File: src/rtl/fetch_stage.sv
// fetch_stage: instruction-fetch stage with a single outstanding imem request
// and an IF/ID output buffer plus a one-entry skid for decode back-pressure.
// Optional build macro FETCH_PERF_EN adds perf_fetched/perf_flushed counters.
module fetch_stage #(
  parameter int              PC_W     = 9,
  parameter int              INS_W    = 32,
  parameter logic [PC_W-1:0] RESET_PC = '0
) (
  input  logic             clk,
  input  logic             rst_n,
  output logic             imem_req,
  output logic [PC_W-1:0]  imem_addr,
  input  logic             imem_rvalid,
  input  logic [INS_W-1:0] imem_rdata,
  input  logic             br_taken,
  input  logic [PC_W-1:0]  br_target,
  input  logic             id_stall,
  output logic             id_valid,
  output logic [PC_W-1:0]  id_pc,
  output logic [INS_W-1:0] id_instr,
  output logic [6:0]       id_opcode
`ifdef FETCH_PERF_EN
  ,
  output logic [31:0]      perf_fetched,
  output logic [31:0]      perf_flushed
`endif
);

  localparam logic [INS_W-1:0] NOP = INS_W'(32'h0000_0013);

  typedef enum logic [1:0] {IDLE, REQ, HOLD} state_t;

  state_t            state;
  logic [PC_W-1:0]   pc;
  logic              drop_pending;
  logic [PC_W-1:0]   skid_pc_p1;
  logic [INS_W-1:0]  skid_instr_p1;

  logic              slot_free;
  logic              redirect;
  logic              accept;
  logic              load_id;
  logic              load_skid;
  logic [PC_W-1:0]   pc_inc;
  logic [PC_W-1:0]   br_pc;

  // The output slot can take a new word if it is empty or decode is consuming it.
  assign slot_free = !id_valid || !id_stall;
  // Redirects are ignored only in IDLE, before the first request exists.
  assign redirect  = br_taken && (state != IDLE);
  // A returned word is kept only if it is not the stale reply to a redirected fetch.
  assign accept    = (state == REQ) && imem_rvalid && !drop_pending && !redirect;
  assign load_id   = (accept && slot_free) || ((state == HOLD) && !id_stall && !redirect);
  assign load_skid = accept && !slot_free;
  assign pc_inc    = pc + PC_W'(4);
  assign br_pc     = br_target & ~PC_W'(3);

  assign imem_addr = pc;
  assign id_opcode = id_instr[6:0];

  // Fetch control FSM: PC, request strobe and stale-response tracking.
  always_ff @(posedge clk or negedge rst_n) begin
    if (!rst_n) begin
      state        <= IDLE;
      pc           <= RESET_PC;
      drop_pending <= 1'b0;
      imem_req     <= 1'b0;
    end else if (redirect) begin
      state        <= REQ;
      imem_req     <= 1'b1;
      pc           <= br_pc;
      // Only an in-flight request without its reply this cycle leaves a stale word to drop.
      drop_pending <= (state == REQ) && !imem_rvalid;
    end else begin
      case (state)
        IDLE: begin
          state    <= REQ;
          imem_req <= 1'b1;
        end
        REQ: begin
          if (imem_rvalid) begin
            if (drop_pending) begin
              drop_pending <= 1'b0;
            end else begin
              pc <= pc_inc;
              if (!slot_free) begin
                state    <= HOLD;
                imem_req <= 1'b0;
              end
            end
          end
        end
        HOLD: begin
          if (!id_stall) begin
            state    <= REQ;
            imem_req <= 1'b1;
          end
        end
        default: begin
          state    <= IDLE;
          imem_req <= 1'b0;
        end
      endcase
    end
  end

  // IF/ID output buffer: loaded from memory or skid, cleared on consume or redirect.
  always_ff @(posedge clk or negedge rst_n) begin
    if (!rst_n) begin
      id_valid <= 1'b0;
      id_pc    <= '0;
      id_instr <= NOP;
    end else if (redirect) begin
      id_valid <= 1'b0;
    end else if (load_id) begin
      id_valid <= 1'b1;
      id_pc    <= (state == HOLD) ? skid_pc_p1 : pc;
      id_instr <= (state == HOLD) ? skid_instr_p1 : imem_rdata;
    end else if (!id_stall) begin
      id_valid <= 1'b0;
    end
  end

  // Skid entry: occupancy is implied by the HOLD state, so only data is stored here.
  always_ff @(posedge clk) begin
    if (load_skid) begin
      skid_pc_p1    <= pc;
      skid_instr_p1 <= imem_rdata;
    end
  end

`ifdef FETCH_PERF_EN
  logic flush_evt;
  assign flush_evt = redirect &&
                     (id_valid || (state == HOLD) || ((state == REQ) && !imem_rvalid));

  // Performance counters: words captured and redirects that discarded work.
  always_ff @(posedge clk or negedge rst_n) begin
    if (!rst_n) begin
      perf_fetched <= '0;
      perf_flushed <= '0;
    end else begin
      if (accept)    perf_fetched <= perf_fetched + 32'd1;
      if (flush_evt) perf_flushed <= perf_flushed + 32'd1;
    end
  end
`endif

endmodule
File: config.mk
export PLATFORM = sky130hd
export DESIGN_NAME = fetch_stage
export DESIGN_NICKNAME = d
export VERILOG_FILES = /design/src/rtl/fetch_stage.sv
export SDC_FILE = /design/constraint.sdc
export NUM_CORES = 1
export LEC_CHECK = 0
export CAP_MARGIN = 20
export CELL_PAD_IN_SITES_DETAIL_PLACEMENT = 1
export CELL_PAD_IN_SITES_GLOBAL_PLACEMENT = 2
export CORE_ASPECT_RATIO = 0.5
export CORE_MARGIN = 2
export CORE_UTILIZATION = 31
export DETAILED_ROUTE_END_ITERATION = 16
export PLACE_DENSITY_LB_ADDON = 0.3
export SYNTH_ARGS = -nofsm -noshare
export SYNTH_HDL_FRONTEND = slang
export SYNTH_SLANG_ARGS = --single-unit
export TNS_END_PERCENT = 20
File: constraint.sdc
create_clock -name clk -period 4.35 [get_ports clk]
set_clock_uncertainty 0.15 [all_clocks]
set_input_delay 0.435 -clock clk [delete_from_list [all_inputs] [get_ports clk]]
set_output_delay 0.435 -clock clk [all_outputs]
set_load 0.02 [all_outputs]
==> Word-level counts from Yosys, hierarchy flattened <==
Index checks and enable logic that the tools add are counted.
{ "totals": {"regBits": 96, "out_inout_bits": 59, "input_bits": 46} }
{ "op_classes": {"reduce_logical": 25, "add_sub_neg": 1, "mux": 24, "bitwise_logic": 1, "n_eq_ne": 8} }
{ "op_table": {"columns": ["cell", "n"], "rows": [
  ["9-bit 2-to-1 mux", 5],
  ["32-bit 2-to-1 mux", 1],
  ["3-bit != test (second input constant)", 4],
  ["1-bit 2-to-1 mux", 11],
  ["2-bit 2-to-1 mux", 5],
  ["9-bit by 3-bit adder with 9-bit output (second input constant)", 1],
  ["1-bit logical AND", 9],
  ["1-bit zero test", 6],
  ["2-bit case mux with 3 select lines", 1],
  ["2-bit nonzero test", 3],
  ["2-bit AND reduction", 2],
  ["4-bit AND reduction", 1],
  ["3-bit by 1-bit != test with 1-bit output (second input constant)", 1],
  ["1-bit case mux with 3 select lines", 1],
  ["3-bit AND reduction", 1],
  ["2-bit by 1-bit == test with 1-bit output (second input constant)", 1],
  ["2-bit == test (second input constant)", 1],
  ["2-bit zero test", 1],
  ["1-bit logical OR", 2],
  ["2-bit by 1-bit != test with 1-bit output (second input constant)", 1],
  ["1-bit NOT", 1]
]} }

==> Logic depth before layout (Yosys ltp) <==
{ "depth": {"word_depth": 8, "mapped_depth": 8, "mapped_depth_nobuf": 5} }

==> Worst setup path after synthesis <==
No wires, ideal clock.
{ "synth_path": {"path_type": "reg-to-reg", "from": "register state[0]", "to": "register skid_instr_p1[0] (enable)", "arrival_ns": 2.564, "setup_time_ns": 0.435, "required_ns": 3.765, "path_slack_ns": 1.201, "synth_period_minus_slack_ns": 3.149, "path_stages_with_launch": 4, "path_buffers": 0, "cell_sequence": "dfrtp_1 > and3b_1 > nand2_1 > nor2_1"} }
{ "synth_between": {"elab_chain_len": 5, "elab_cells_between_ends": 8, "cone_classes": "eq/ne: 1; reduce/logical: 7"} }
{ "synth_lines": {"columns": ["element", "line", "text"], "rows": [
  ["start, declared", "33", "state_t state;"],
  ["start signal, assigned", "64", "state <= IDLE;"],
  ["start signal, assigned", "69", "state <= REQ;"],
  ["start signal, assigned", "77", "state <= REQ;"],
  ["2-bit by 1-bit == test with 1-bit output or 2-bit nonzero test (tied branches)", "52, 50", null],
  ["1-bit logical AND, on equally long branches", "52, 50", null],
  ["1-bit logical AND or 1-bit zero test (tied branches)", "52", "assign accept = (state == REQ) && imem_rvalid && !drop_pending && !redirect;"],
  ["1-bit logical AND *", "52", null],
  ["1-bit logical AND *", "54", "assign load_skid = accept && !slot_free;"],
  ["net load_skid", "43", "logic load_skid;"],
  ["end signal, assigned", "128", "skid_instr_p1 <= imem_rdata;"],
  ["end, declared", "37", "logic [INS_W-1:0] skid_instr_p1;"]
]} }
Mark *: on every way through the listed nets, which the timed path passes. The rest lies on a longest branch.
A chain may end at the register's enable or synchronous reset.

==> Final worst setup path <==
{ "layout_path": {"from": "input port br_taken", "to": "register skid_instr_p1[27] (enable)"} }
{ "layout_between": {"elab_chain_len": 4} }
{ "layout_lines": {"columns": ["element", "line", "text"], "rows": [
  ["start, declared", "15", "input logic br_taken,"],
  ["1-bit logical AND", "50", "assign redirect = br_taken && (state != IDLE);"],
  ["1-bit zero test", "52", null],
  ["1-bit logical AND", "52", null],
  ["1-bit logical AND", "54", null],
  ["net load_skid", "43", null]
]} }
The timed path passes the listed nets, and every way through them passes these cells.

==> flow_metrics.env <==
export IMPL_hold_violations=0
export IMPL_dp_cells=535
export IMPL_dpl_worst_slack_ns=1.359
export IMPL_leakage_uw=0.001866
export IMPL_synth_area_top_cells="dfrtp_1 (32%), edfxtp_1 (32%), mux2i_1 (11%)"
export IMPL_start_kind="primary input"
export IMPL_fmax_mhz=382.7
export IMPL_ys_types=32
export IMPL_grtUsageTotal_pct=13.94
export IMPL_rr_startpoint="state[0]"
export IMPL_pin_count=105
export IMPL_viasPerCell=4.507
export IMPL_fp_row_count=28
export IMPL_area_delta_synth_final_pct=37.43
export IMPL_grt_max_degree=79
export IMPL_post_cts_buffers=0
export IMPL_antenna_left=0
export IMPL_start_util_pct=31.64
export IMPL_wl_mm=8.622
export IMPL_antenna_found_initial=0
export IMPL_required_ns=4.21
export IMPL_cts_resized=0
export IMPL_gp_congestion=0.7075
export IMPL_cts_root_buf="clkbuf_16"
export IMPL_cts_clk_slew_worst_paths_ns=0.06
export IMPL_drv_cap=0
export IMPL_drcViolationCount=0
export IMPL_ys_seq_elements=89
export IMPL_vdd_drop_max_v=0.0001551
export IMPL_slew_headroom_pct=44.01
export IMPL_worst_slew_pin_slew_ns=0.8381
export IMPL_core_area_mm2=0.01174
export IMPL_clock_path_buffers=2
export IMPL_grt_pass1_wl_mm=13.92
export IMPL_die_x_um=158.8
export IMPL_arrival_ns=2.47
export IMPL_critical_path_class="in2reg"
export IMPL_yosys_warnings=0
export IMPL_fp_dieH_um=81.40
export IMPL_port_buffers=98
export IMPL_rrSetupSlack_ns=1.93
export IMPL_clkLatencyLatePin_ns=0.34
export IMPL_clock_sinks=89
export IMPL_nets=429
export IMPL_finalMaxSlewViolations=0
export IMPL_synth_edf_count=39
export IMPL_antennaDiodeCount=0
export IMPL_die_area_mm2=0.01292
export IMPL_yosys_area_top_type="dfrtp_1"
export IMPL_drive_gt1_share_pct=7.494
export IMPL_syn_area_mm2=0.003714
export IMPL_setup_viol=0
export IMPL_powerDensity_mw_per_mm2=492.6
export IMPL_drtIter0Drc=90
export IMPL_vias=2488
export IMPL_fin_crit_sh_pct=60.07
export IMPL_status="finished clean"
export IMPL_grt_pass1_vias=2732
export IMPL_synth_avg_cell_area_um2=12.67
export IMPL_cp_max_fo=21
export IMPL_synth_top_area_share_pct=31.67
export IMPL_ys_flop_type="dfrtp_1"
export IMPL_seq_area_frac_synth_pct=65.33
export IMPL_async_flop_share_pct=56.18
export IMPL_synth_common_cells="dfrtp_1 (47), nand2_1 (45), o21ai_0 (41)"
export IMPL_hold_class="in2async"
export IMPL_finish_utilization_pct=43.49
export IMPL_hpwl_mm=5.859
export IMPL_rr_endpoint="skid_instr_p1[27]"
export IMPL_fin_tns_setup_ns=0
export IMPL_grt_overflow=0
export IMPL_cts_buffers_inserted=9
export IMPL_hold_buffers=0
export IMPL_grt_setup_unrepaired="no"
export IMPL_synthCells=293
export IMPL_fin_crit_ns=2.613
export IMPL_cp_end_kind="flip-flop"
export IMPL_htree_num_levels=3
export IMPL_fin_ws_ns=1.737
export IMPL_dr_pass1_iters=4
export IMPL_r2r_worst_path_cells=4
export IMPL_yosysMostFrequentCell="dfrtp_1"
export IMPL_cts_tree="built"
export IMPL_routedWlPerCell_um=15.62
export IMPL_final_cells=552
layout by cell type, fill, tap and decap left out, drive strengths merged, types with 2 or more instances in the layout:
cell type	count
a21oi	5
nor3b	3
nand2	45
clkinvlp	3
buf	6
nor2	11
o22a	5
mux2i	40
nand3	3
conb	4
and3	4
clkdlybuf4s50	97
nor2b	2
a31oi	3
dfstp	3
edfxtp	39
clkbuf	10
dfrtp	47
bufinv	2
o21ai	44
metal layers:
metal | vias to the layer above | GRT usage [%] | wire (um)
li1 | 1209 | - | -
met1 | 1224 | 17.14 | 3933
met2 | 47 | 24.28 | 4340
met3 | 8 | 3.933 | 267
met4 | 0 | 4.404 | 80
met5 | - | 0 | 0
registers in the layout, indices dropped and copies added, names as in the netlist:
| name | count |
|---|---|
| skid_instr_p1 | 32 |
| id_pc | 7 |
| id_valid | 1 |
| imem_addr | 7 |
| id_instr | 32 |
| state | 2 |
| drop_pending | 1 |
| skid_pc_p1 | 7 |
final cells by class:
class	count	area, um2
fill	1232	6633
sequential	89	2426
multi-input combinational	179	1127
timing repair buffer	103	1013
clock buffer	10	239.0
tap	165	206.4
clock inverter	6	91.34
through the flow:
stage / instance area, um2 / power [uW] / hold WS, ns
5_1_grt: 5104 / 2640 / 0.1383
2_1_floorplan: 3725 / 1378 / -0.01059
3_5_place_dp: 4766 / 1698 / 0.3206
6_report: 5104 / 2514 / 0.07385
4_1_cts: 5096 / 2550 / 0.1059
3_3_place_gp: 4766 / 1674 / 0.3121
power breakdown:
group / switching [uW] / leakage (uW) / internal [uW]
clock network: 323 / 0.000151 / 520
logic: 306 / 0.000757 / 290
registers: 81.9 / 0.000959 / 993
total: 711 / 0.00187 / 1800
kinds of logic after synthesis:
kind of cell | synth area share (%)
AND/OR/NAND/NOR | 7.917
multiplexers | 10.78
flip-flops | 65.33
buffers and inverters | 5.020
AO/OA/AOI/OAI | 10.51
adder cells (fa/ha/maj) | 0.3369
other | 0.1010
how the worst max path moves through the flow:
stage / depth (start not counted) / endpoint / slack [ns] / from
final: 5 / skid_instr_p1[27] / 1.74 / br_taken
after global routing: 5 / skid_instr_p1[27] / 1.63 / br_taken
after CTS: 5 / skid_instr_p1[27] / 1.71 / br_taken
after detailed placement: 5 / skid_instr_p1[27] / 1.36 / br_taken
after global placement: 5 / skid_instr_p1[19] / 1.46 / br_taken
after floorplan: 3 / skid_instr_p1[0] / 1.20 / state[0]
critical path: stages:
cell,delay [ns]
clkdlybuf4s50_1,0.59
nor2_1,0.37
nand2_1,0.15
nor2_4,0.50
buf_4,0.41
(Power assumes the default switching activity.)
